File: config.mk
export PLATFORM = sky130hd
export DESIGN_NAME = bpsk_tx_scheduler_flat
export DESIGN_NICKNAME = d
export VERILOG_FILES = /design/src/rtl/bpsk_tx_scheduler_if.sv /design/src/rtl/bpsk_tx_scheduler.sv /design/src/flat_wrapper.sv
export SDC_FILE = /design/constraint.sdc
export NUM_CORES = 1
export LEC_CHECK = 0
export CELL_PAD_IN_SITES_DETAIL_PLACEMENT = 1
export CELL_PAD_IN_SITES_GLOBAL_PLACEMENT = 2
export CORE_AREA = 2 2 76 78
export CTS_BUF_LIST = sky130_fd_sc_hd__clkbuf_16
export DETAILED_ROUTE_END_ITERATION = 6
export DIE_AREA = 0 0 78 80
export GPL_TIMING_DRIVEN = 0
export PLACE_DENSITY = 0.86
export SYNTH_ARGS = -nofsm -noshare
export SYNTH_HDL_FRONTEND = slang
export SYNTH_SLANG_ARGS = --single-unit
File: constraint.sdc
create_clock -name i_clk -period 4.1 [get_ports i_clk]
set_input_delay 0.82 -clock i_clk [delete_from_list [all_inputs] [get_ports i_clk]]
set_output_delay 0.82 -clock i_clk [all_outputs]
set_load 0.03 [all_outputs]
File: src/rtl/bpsk_tx_scheduler_if.sv
// bpsk_tx_scheduler_if: encoder handshakes and modulator-side outputs of the BPSK transmit scheduler
interface bpsk_tx_scheduler_if #(
    parameter int HAM_N = 7,
    parameter int BCH_N = 15
);
    logic             enable;
    logic [HAM_N-1:0] ham_data;
    logic             ham_valid;
    logic             ham_ready;
    logic [BCH_N-1:0] bch_data;
    logic             bch_valid;
    logic             bch_ready;
    logic             flag;
    logic             sym_valid;
    logic             sym_strobe;
    logic             frame_start;
    logic             frame_end;
    logic             code_sel;
    logic             busy;

    modport master (
        output enable, ham_data, ham_valid, bch_data, bch_valid,
        input  ham_ready, bch_ready, flag, sym_valid, sym_strobe,
               frame_start, frame_end, code_sel, busy
    );

    modport slave (
        input  enable, ham_data, ham_valid, bch_data, bch_valid,
        output ham_ready, bch_ready, flag, sym_valid, sym_strobe,
               frame_start, frame_end, code_sel, busy
    );
endinterface

File: src/rtl/bpsk_tx_scheduler.sv
// bpsk_tx_scheduler: round-robin Hamming/BCH arbiter and MSB-first bit serializer for the BPSK Flag; BPSK_SCHED_PREAMBLE_EN adds an 8-symbol 1010 preamble
module bpsk_tx_scheduler #(
    parameter int HAM_N = 7,
    parameter int BCH_N = 15,
    parameter int SPB   = 4
) (
    input logic                i_clk,
    input logic                i_rst,
    bpsk_tx_scheduler_if.slave bus
);
    localparam int         CW       = $clog2(BCH_N + 1);
    localparam logic [7:0] SYM_LAST = 8'(SPB - 1);

`ifdef BPSK_SCHED_PREAMBLE_EN
    typedef enum logic [1:0] {IDLE, PRE, SEND} state_t;
`else
    typedef enum logic {IDLE, SEND} state_t;
`endif

    state_t           r_state;
    logic [BCH_N-1:0] r_sr;
    logic [CW-1:0]    r_bits;
    logic [7:0]       r_sym;
    logic             r_last;
    logic             r_flag;
    logic             r_sym_valid;
    logic             r_sym_strobe;
    logic             r_frame_start;
    logic             r_frame_end;
    logic             r_code_sel;
    logic             r_busy;
`ifdef BPSK_SCHED_PREAMBLE_EN
    logic [2:0]       r_pre;
    logic [2:0]       w_pre_n;
`endif

    logic             w_idle_en;
    logic             w_ham_rdy;
    logic             w_bch_rdy;
    logic             w_ham_acc;
    logic             w_bch_acc;
    logic             w_acc;
    logic             w_sym_end;
    state_t           w_state_n;
    logic [BCH_N-1:0] w_sr_n;
    logic [CW-1:0]    w_bits_n;
    logic [7:0]       w_sym_n;

    // r_last=1 means BCH was served last, so Hamming wins a tie
    assign w_idle_en = (r_state == IDLE) && bus.enable && !i_rst;
    assign w_ham_rdy = w_idle_en && bus.ham_valid && (!bus.bch_valid || r_last);
    assign w_bch_rdy = w_idle_en && bus.bch_valid && (!bus.ham_valid || !r_last);
    assign w_ham_acc = w_ham_rdy && bus.ham_valid;
    assign w_bch_acc = w_bch_rdy && bus.bch_valid;
    assign w_acc     = w_ham_acc || w_bch_acc;
    assign w_sym_end = (r_sym == SYM_LAST);

    assign bus.ham_ready   = w_ham_rdy;
    assign bus.bch_ready   = w_bch_rdy;
    assign bus.flag        = r_flag;
    assign bus.sym_valid   = r_sym_valid;
    assign bus.sym_strobe  = r_sym_strobe;
    assign bus.frame_start = r_frame_start;
    assign bus.frame_end   = r_frame_end;
    assign bus.code_sel    = r_code_sel;
    assign bus.busy        = r_busy;

    // next state, shift register and counters; outputs are registered from these lookahead values
    always_comb begin
        w_state_n = r_state;
        w_sr_n    = r_sr;
        w_bits_n  = r_bits;
        w_sym_n   = r_sym;
`ifdef BPSK_SCHED_PREAMBLE_EN
        w_pre_n   = r_pre;
`endif
        case (r_state)
            IDLE: begin
                if (w_acc) begin
                    w_sr_n   = w_ham_acc ? {bus.ham_data, {(BCH_N-HAM_N){1'b0}}} : bus.bch_data;
                    w_bits_n = w_ham_acc ? CW'(HAM_N) : CW'(BCH_N);
                    w_sym_n  = 8'd0;
`ifdef BPSK_SCHED_PREAMBLE_EN
                    w_pre_n   = 3'd0;
                    w_state_n = PRE;
`else
                    w_state_n = SEND;
`endif
                end
            end
`ifdef BPSK_SCHED_PREAMBLE_EN
            PRE: begin
                w_sym_n = w_sym_end ? 8'd0 : r_sym + 8'd1;
                if (w_sym_end) begin
                    w_pre_n   = r_pre + 3'd1;
                    w_state_n = (r_pre == 3'd7) ? SEND : PRE;
                end
            end
`endif
            SEND: begin
                w_sym_n = w_sym_end ? 8'd0 : r_sym + 8'd1;
                if (w_sym_end) begin
                    w_sr_n    = r_sr << 1;
                    w_bits_n  = r_bits - CW'(1);
                    w_state_n = (r_bits == CW'(1)) ? IDLE : SEND;
                end
            end
            default: w_state_n = IDLE;
        endcase
    end

    // state, datapath and registered outputs; reset aborts any frame without a FrameEnd
    always_ff @(posedge i_clk) begin
        if (i_rst) begin
            r_state       <= IDLE;
            r_sr          <= '0;
            r_bits        <= '0;
            r_sym         <= '0;
            r_last        <= 1'b1;
            r_flag        <= 1'b1;
            r_sym_valid   <= 1'b0;
            r_sym_strobe  <= 1'b0;
            r_frame_start <= 1'b0;
            r_frame_end   <= 1'b0;
            r_code_sel    <= 1'b0;
            r_busy        <= 1'b0;
`ifdef BPSK_SCHED_PREAMBLE_EN
            r_pre         <= '0;
`endif
        end else begin
            r_state       <= w_state_n;
            r_sr          <= w_sr_n;
            r_bits        <= w_bits_n;
            r_sym         <= w_sym_n;
            r_last        <= w_acc ? w_bch_acc : r_last;
            r_code_sel    <= w_acc ? w_bch_acc : r_code_sel;
`ifdef BPSK_SCHED_PREAMBLE_EN
            r_pre         <= w_pre_n;
            r_flag        <= (w_state_n == SEND) ? w_sr_n[BCH_N-1] : (w_state_n == PRE) ? ~w_pre_n[0] : 1'b1;
`else
            r_flag        <= (w_state_n == SEND) ? w_sr_n[BCH_N-1] : 1'b1;
`endif
            r_sym_valid   <= (w_state_n != IDLE);
            r_busy        <= (w_state_n != IDLE);
            r_sym_strobe  <= (w_state_n != IDLE) && (w_sym_n == 8'd0);
            r_frame_start <= w_acc;
            r_frame_end   <= (w_state_n == SEND) && (w_sym_n == SYM_LAST) && (w_bits_n == CW'(1));
        end
    end
endmodule

File: src/flat_wrapper.sv
// flat-port wrapper written by rule: the top's interface ports become plain ports
module bpsk_tx_scheduler_flat 
#(
    parameter int HAM_N = 7,
    parameter int BCH_N = 15,
    parameter int SPB   = 4
)
  (i_clk, i_rst, bus_enable, bus_ham_data, bus_ham_valid, bus_bch_data, bus_bch_valid, bus_ham_ready, bus_bch_ready, bus_flag, bus_sym_valid, bus_sym_strobe, bus_frame_start, bus_frame_end, bus_code_sel, bus_busy);
  bpsk_tx_scheduler_if #(.HAM_N(HAM_N), .BCH_N(BCH_N)) bus_i ();
  input logic i_clk;
  input logic i_rst;
  input wire logic [$bits(bus_i.enable)-1:0] bus_enable;
  input wire logic [$bits(bus_i.ham_data)-1:0] bus_ham_data;
  input wire logic [$bits(bus_i.ham_valid)-1:0] bus_ham_valid;
  input wire logic [$bits(bus_i.bch_data)-1:0] bus_bch_data;
  input wire logic [$bits(bus_i.bch_valid)-1:0] bus_bch_valid;
  output wire logic [$bits(bus_i.ham_ready)-1:0] bus_ham_ready;
  output wire logic [$bits(bus_i.bch_ready)-1:0] bus_bch_ready;
  output wire logic [$bits(bus_i.flag)-1:0] bus_flag;
  output wire logic [$bits(bus_i.sym_valid)-1:0] bus_sym_valid;
  output wire logic [$bits(bus_i.sym_strobe)-1:0] bus_sym_strobe;
  output wire logic [$bits(bus_i.frame_start)-1:0] bus_frame_start;
  output wire logic [$bits(bus_i.frame_end)-1:0] bus_frame_end;
  output wire logic [$bits(bus_i.code_sel)-1:0] bus_code_sel;
  output wire logic [$bits(bus_i.busy)-1:0] bus_busy;
  assign bus_i.enable = bus_enable;
  assign bus_i.ham_data = bus_ham_data;
  assign bus_i.ham_valid = bus_ham_valid;
  assign bus_i.bch_data = bus_bch_data;
  assign bus_i.bch_valid = bus_bch_valid;
  assign bus_ham_ready = bus_i.ham_ready;
  assign bus_bch_ready = bus_i.bch_ready;
  assign bus_flag = bus_i.flag;
  assign bus_sym_valid = bus_i.sym_valid;
  assign bus_sym_strobe = bus_i.sym_strobe;
  assign bus_frame_start = bus_i.frame_start;
  assign bus_frame_end = bus_i.frame_end;
  assign bus_code_sel = bus_i.code_sel;
  assign bus_busy = bus_i.busy;
  bpsk_tx_scheduler #(.HAM_N(HAM_N), .BCH_N(BCH_N), .SPB(SPB)) u_core (.i_clk(i_clk), .i_rst(i_rst), .bus(bus_i));
endmodule
==> results.json, run 1 <==
{
  "drt_iter0_drc": 53,
  "grt_first_pass_wirelength_um": 7631,
  "start_util_pct": 30.49,
  "cp.required_ns": 3.28,
  "yosysTopAreaCell": "dfxtp_1",
  "outcome": "complete, no violations",
  "synth_cell_type_count": 41,
  "synth_area_um2": 1648,
  "clk_pin_slew_ns": 0.05,
  "max_stage_delay_ns": 0.76,
  "rows": 27,
  "cts_resized": 0,
  "fillers": 667,
  "setup_viol": 0,
  "p_per_area_nw_per_um2": 367.4,
  "gr-usage-all-layers_pct": 15.94,
  "synth_area_per_cell_um2": 8.582,
  "hold_class": "reg -> reg",
  "synth_fa_ha_area_share_pct": 2.278,
  "firstDrtPassIters": 4,
  "min_period_ns": 3.858,
  "holdBufCountCts": 0,
  "drc": 0,
  "leakagePower_nw": 0.7806,
  "ios": 36,
  "antennaDiodeCount": 0,
  "synth_enable_flop_cells": 0,
  "worstSkewPairLatency_ns": 0.28,
  "grt_max_degree": 16,
  "hold_depth": 2,
  "drv_slew": 0,
  "synth_simple_gate_area_share_pct": 21.26,
  "drive_gt1_share_pct": 8.974,
  "startpoint": "bus_enable",
  "routed_wl_um": 4514,
  "critPathLaunchType": "input port",
  "htree_levels": 2,
  "synth_area_leaders": "dfxtp_1 (41%), a22oi_1 (11%), a21oi_1 (5.5%)",
  "reg2reg_to": "u_core.r_sr[12]",
  "reg2reg_slack_ns": 1.91,
  "vdd_drop_max_mv": 0.2119,
  "crit_type": "in -> out",
  "die_h_um": 80,
  "postCtsSetupRepairBufs": 0,
  "r2r_cells": 8,
  "finClkSkew_ns": 0.002100,
  "synth_top_area_share_pct": 41.31,
  "worstPathCellList": "clkdlybuf4s50_1 > nor3b_1 > nand3_1 > inv_1 > clkdlybuf4s50_1",
  "rsz0062_at_grt": "false",
  "wl_met3_um": 216,
  "finalSetupTns_ns": 0,
  "fmax_mhz": 259.2,
  "drv_cap": 0,
  "worst_hold_path.endpoint": "u_core.r_sr[6]",
  "cp_max_fo": 15,
  "hold_viol_final": 0,
  "die_w_um": 78,
  "synth-async-reset-ratio_pct": 0,
  "cts_buffer_depth": 2,
  "rr_startpoint": "u_core.r_sym[0]",
  "synthMuxAreaShare_pct": 0.6834,
  "crit_top_cell": "clkdlybuf4s50_1",
  "ant_nets": 0,
  "clockRootBuffer": "clkbuf_16",
  "die_area_um2": 6240,
  "min_period_over_period_pct": 94.09,
  "ys_seq_area_share_pct": 41.31,
  "numCtsBuffers": 5,
  "synth_top_family_by_area": "compound AO/OA/AOI/OAI gates",
  "cts_tree": "yes",
  "drt-wirelength-per-cell_um": 14.75,
  "grt_pass1_vias": 1576,
  "final_nets": 263,
  "wl_met2_um": 2219,
  "port_buffers": 35,
  "vias": 1577,
  "endpoint_kind": "output port",
  "cpMaxStageDelayCell": "clkdlybuf4s50_1",
  "postPlaceCellArea_um2": 2088,
  "dr.max_layer_used": "met4",
  "worstMarginPinSlew_ns": 0.5503,
  "worstPathArrival_ns": 3.04,
  "synthesis.nets": 222,
  "path_delay_family": "buffers and inverters",
  "syn_inst": 192,
  "ys_ff_latch": 34,
  "synthToLayoutAreaGrowth_pct": 35.08,
  "relSlewSlack_pct": 63.31,
  "post-dp-hpwl_um": 3313,
  "synth-xor-area-share_pct": 3.189,
  "synth_compound_area_share_pct": 25.06,
  "crit_buf_inv": 3,
  "wl_met1_um": 2010,
  "antenna_found_initial": 0,
  "place_congestion": 0.7576,
  "coreArea_um2": 5405,
  "synth_ff_type": "dfxtp_1",
  "cts.sinks": 34,
  "grt_overflow": 0,
  "min_from": "u_core.r_sr[6]",
  "design_area_um2": 2226,
  "vias_per_cell": 5.154,
  "yosys_warnings": 0
}
==> worst max-delay path by stage <==
stage / slack, ns / cells past startpoint / to
detailed placement: 0.008 / 6 / bus_bch_ready
global placement: 0.002 / 6 / bus_bch_ready
global route: 0.03 / 5 / bus_bch_ready
floorplan: 1.40 / 4 / bus_bch_ready
finish: 0.24 / 5 / bus_bch_ready
CTS: 0.22 / 5 / bus_bch_ready
==> cell usage in the layout, fill, tap and decap left out, types with 2 or more instances in the layout <==
master,instances
and3_1,2
buf_2,4
nor4_1,2
nor2b_1,2
inv_1,9
nand2b_1,3
clkdlybuf4s50_1,35
o21a_1,2
nor2_1,11
nor3b_1,2
nor3_1,5
a21oi_1,18
buf_4,2
o211ai_1,4
nand2_1,18
clkbuf_1,5
a31oi_1,3
nand3_1,8
clkbuf_16,5
and2_1,2
xnor2_1,6
a22oi_1,24
ha_1,3
dfxtp_1,34
o21ai_0,5
==> registers in the layout, summed over array words and instances (netlist names) <==
register                flops
u_core.bus.frame_end        1
u_core.r_sr                15
u_core.r_last               1
u_core.bus.frame_start      1
u_core.bus.sym_strobe       1
u_core.bus.flag             1
u_core.bus.code_sel         1
u_core.r_sym                8
u_core.r_state              1
u_core.r_bits               4
==> area by class of cell <==
cell class | count | area [um2] | area share (%)
Inverter | 9 | 33.78 | 1.518
Sequential cell | 34 | 680.7 | 30.58
Buffer | 12 | 65.06 | 2.923
Multi-Input combinational cell | 136 | 864.6 | 38.84
Clock buffer | 5 | 125.1 | 5.621
Tap cell | 72 | 90.09 | 4.047
Timing Repair Buffer | 35 | 350.3 | 15.74
Clock inverter | 3 | 16.27 | 0.7307
==> synth_stat cells, types with 2 or more instances <==
library cell,count
a21oi_1,18
a22oi_1,24
a31oi_1,3
and2_1,2
and3_1,2
buf_2,4
buf_4,2
clkbuf_1,5
dfxtp_1,34
ha_1,3
inv_1,9
nand2_1,18
nand2b_1,3
nand3_1,8
nor2_1,11
nor2b_1,2
nor3_1,5
nor3b_1,2
nor4_1,2
o211ai_1,4
o21a_1,2
o21ai_0,5
xnor2_1,6
==> cell families (layout without fill, tap and decap cells) <==
| family | count (synthesis) | after routing |
|---|---|---|
| simple gates | 64 | 64 |
| compound gates | 62 | 62 |
| flops | 34 | 34 |
| buf+inv | 22 | 64 |
| xor+xnor | 6 | 6 |
| fa+ha+maj | 3 | 3 |
| mux | 1 | 1 |
==> worst reg2reg max path, delay by kind of cell (launching register included) <==
| family | cells | cell delay [ns] |
|---|---|---|
| AOI/OAI and AO/OA | 2 | 0.25 |
| adders and majority gates | 1 | 0.27 |
| buffers and inverters | 2 | 0.49 |
| DFF | 1 | 0.35 |
| and+or+nand+nor | 3 | 0.76 |
==> per-stage QoR <==
stage / util, % / power (mW) / setup slack, ns / hold WS [ns] / cells
after global placement: 38.63 / 0.4589 / 0.001565 / 0.4401 / 299
after floorplan: - / 0.4088 / 1.402 / 0.4316 / 192
after CTS: 41.18 / 0.8311 / 0.2180 / 0.4557 / 306
final: 41.18 / 0.8179 / 0.2423 / 0.4546 / 306
after global routing: 41.18 / 0.8569 / 0.02664 / 0.4766 / 306
after detailed placement: 38.63 / 0.4604 / 0.008005 / 0.4471 / 299
==> power by group <==
group          total, mW  internal, mW  switching, mW
sequential         0.352         0.343        0.00911
combinational     0.0998        0.0502         0.0496
clock              0.366         0.221          0.144
==> per-layer routing <==
metal | track usage [%] | vias to the layer above
met4 | 4.386 | 0
met3 | 5.430 | 6
met5 | 0 | -
met2 | 27.67 | 35
li1 | - | 784
met1 | 18.73 | 752
Note: power is estimated with default switching activity, not from simulation.
==> run 2, diff against run 1 <==
--- a/config.mk
+++ b/config.mk
@@ -7,12 +7,12 @@
 export LEC_CHECK = 0
 export CELL_PAD_IN_SITES_DETAIL_PLACEMENT = 1
 export CELL_PAD_IN_SITES_GLOBAL_PLACEMENT = 2
-export CORE_AREA = 2 2 76 78
+export CORE_AREA = 2 2 107 57
 export CTS_BUF_LIST = sky130_fd_sc_hd__clkbuf_16
 export DETAILED_ROUTE_END_ITERATION = 6
-export DIE_AREA = 0 0 78 80
+export DIE_AREA = 0 0 109 59
 export GPL_TIMING_DRIVEN = 0
-export PLACE_DENSITY = 0.86
+export PLACE_DENSITY_LB_ADDON = 0.1
 export SYNTH_ARGS = -nofsm -noshare
 export SYNTH_HDL_FRONTEND = slang
 export SYNTH_SLANG_ARGS = --single-unit
==> results.json, run 2 (synthesis results as in run 1) <==
{
  "outcome": "complete, no violations",
  "clk_pin_slew_ns": 0.06,
  "drc": 0,
  "vdd_drop_max_mv": 0.2339,
  "crit_buf_inv": 3,
  "ant_nets": 0,
  "final_common_cell": "clkdlybuf4s50_1",
  "drive_gt1_share_pct": 9.402,
  "antennaDiodeCount": 0,
  "fmax_mhz": 256.5,
  "firstDrtPassIters": 4,
  "rr_startpoint": "u_core.r_sym[0]",
  "die_h_um": 59,
  "holdBufCountCts": 0,
  "reg2reg_to": "u_core.r_sr[12]",
  "design_area_um2": 2280,
  "drv_slew": 0,
  "min_from": "u_core.r_sr[7]",
  "drv_cap": 0,
  "max_stage_delay_ns": 0.77,
  "rsz0062_at_grt": "false",
  "port_buffers": 35,
  "worst_hold_path.endpoint": "u_core.r_sr[7]",
  "cts_buffer_depth": 2,
  "coreArea_um2": 5396,
  "hold_depth": 2,
  "hold_class": "reg -> reg",
  "die_area_um2": 6431,
  "crit_type": "in -> out",
  "layout_setup_ws_ns": 0.2016,
  "worstPathCellList": "clkdlybuf4s50_1 > nor3b_1 > and3_1 > clkbuf_1 > clkdlybuf4s50_1",
  "critPathLaunchType": "input port",
  "cts_tree": "yes",
  "worstPathArrival_ns": 3.08,
  "grt_first_pass_wirelength_um": 7824,
  "final_nets": 263,
  "ios": 36,
  "postPlaceCellArea_um2": 2090,
  "hold_viol_final": 0,
  "post-dp-hpwl_um": 3491,
  "htree_levels": 2,
  "worstMarginPinSlew_ns": 0.5577,
  "vias": 1586,
  "gr-usage-all-layers_pct": 16.38,
  "clockRootBuffer": "clkbuf_16",
  "grt_pass1_vias": 1590,
  "rows": 19,
  "cp.required_ns": 3.28,
  "grt_overflow": 0,
  "final_util_pct": 42.24,
  "numCtsBuffers": 5,
  "relSlewSlack_pct": 62.82,
  "drt_iter0_drc": 39,
  "p_per_area_nw_per_um2": 419.4,
  "dp_slack_ns": -0.005635,
  "finalSetupTns_ns": 0,
  "antenna_found_initial": 0,
  "die_w_um": 109,
  "fillers": 631,
  "cts.sinks": 34,
  "min_period_ns": 3.898,
  "regMostFlops": "u_core.r_sr",
  "synthToLayoutAreaGrowth_pct": 38.34,
  "reg_top3": "u_core.r_sr (15), u_core.r_sym (8), u_core.r_bits (4)",
  "routed_wl_um": 4800,
  "cpMaxStageDelayCell": "clkdlybuf4s50_1",
  "leakagePower_nw": 0.8074,
  "postCtsSetupRepairBufs": 0,
  "endpoint_kind": "output port",
  "start_util_pct": 30.54,
  "finClkSkew_ns": 0.009423,
  "place_congestion": 0.7663,
  "grt_max_degree": 16,
  "worstSkewPairLatency_ns": 0.28,
  "crit_top_cell": "clkdlybuf4s50_1",
  "largest_reg_flops": 15,
  "reg2reg_slack_ns": 1.85,
  "drt-wirelength-per-cell_um": 15.64,
  "final_cell_mix": "clkdlybuf4s50_1 (35), dfxtp_1 (34), a22oi_1 (24)",
  "vias_per_cell": 5.166,
  "r2r_cells": 8,
  "setup_viol": 0,
  "path_delay_family": "buffers and inverters",
  "min_period_over_period_pct": 95.08,
  "cp_max_fo": 10,
  "cts_resized": 0
}
## run 2: tightest hold or removal path: cells and delay by family, from the launching register on
family	cells	cell delay [ns]
DFF	1	0.31
and+or+nand+nor	1	0.05
AOI/OAI and AO/OA	1	0.05
## run 2: where the power goes
| part | internal [mW] | leakage [nW] | total [mW] | switching (mW) |
|---|---|---|---|---|
| Clock | 0.349 | 0.0940 | 0.503 | 0.154 |
| Combinational | 0.0502 | 0.437 | 0.101 | 0.0506 |
| Sequential | 0.343 | 0.277 | 0.352 | 0.00936 |
| Total | 0.742 | 0.807 | 0.956 | 0.214 |
## run 2: metal layers
layer	vias up	global-route usage (%)	part of all wire, %	routed length, um
li1	785	-	-	-
met1	757	22.63	52	2488
met2	37	24.84	43	2048
met3	7	4.286	3.8	183
met4	0	5.861	1.6	78
met5	-	0	0	0
## run 2: stage by stage
| step | hold WS (ns) | instances | total power [mW] |
|---|---|---|---|
| finish | 0.4564 | 307 | 0.9561 |
| global route | 0.4852 | 307 | 0.9898 |
| CTS | 0.4560 | 307 | 0.9633 |
| detailed placement | 0.4482 | 300 | 0.4616 |
| global placement | 0.4389 | 300 | 0.4600 |
| floorplan | 0.4316 | 192 | 0.4088 |
## run 2: worst max path at each step
stage,start,end,slack (ns),cells past startpoint
floorplan,i_rst,bus_bch_ready,1.40,4
global placement,bus_enable,bus_bch_ready,-0.02,6
detailed placement,bus_enable,bus_bch_ready,-0.006,6
CTS,bus_enable,bus_ham_ready,0.19,5
global route,bus_enable,bus_bch_ready,0.04,5
finish,bus_enable,bus_ham_ready,0.20,5
## run 2: final cells by class
cell class / count / area [um2] / share of cell area, %
Inverter: 9 / 33.78 / 1.482
Tap cell: 73 / 91.34 / 4.007
Sequential cell: 34 / 680.7 / 29.86
Multi-Input combinational cell: 136 / 864.6 / 37.93
Timing Repair Buffer: 35 / 350.3 / 15.37
Clock inverter: 3 / 68.82 / 3.019
Buffer: 12 / 65.06 / 2.854
Clock buffer: 5 / 125.1 / 5.488
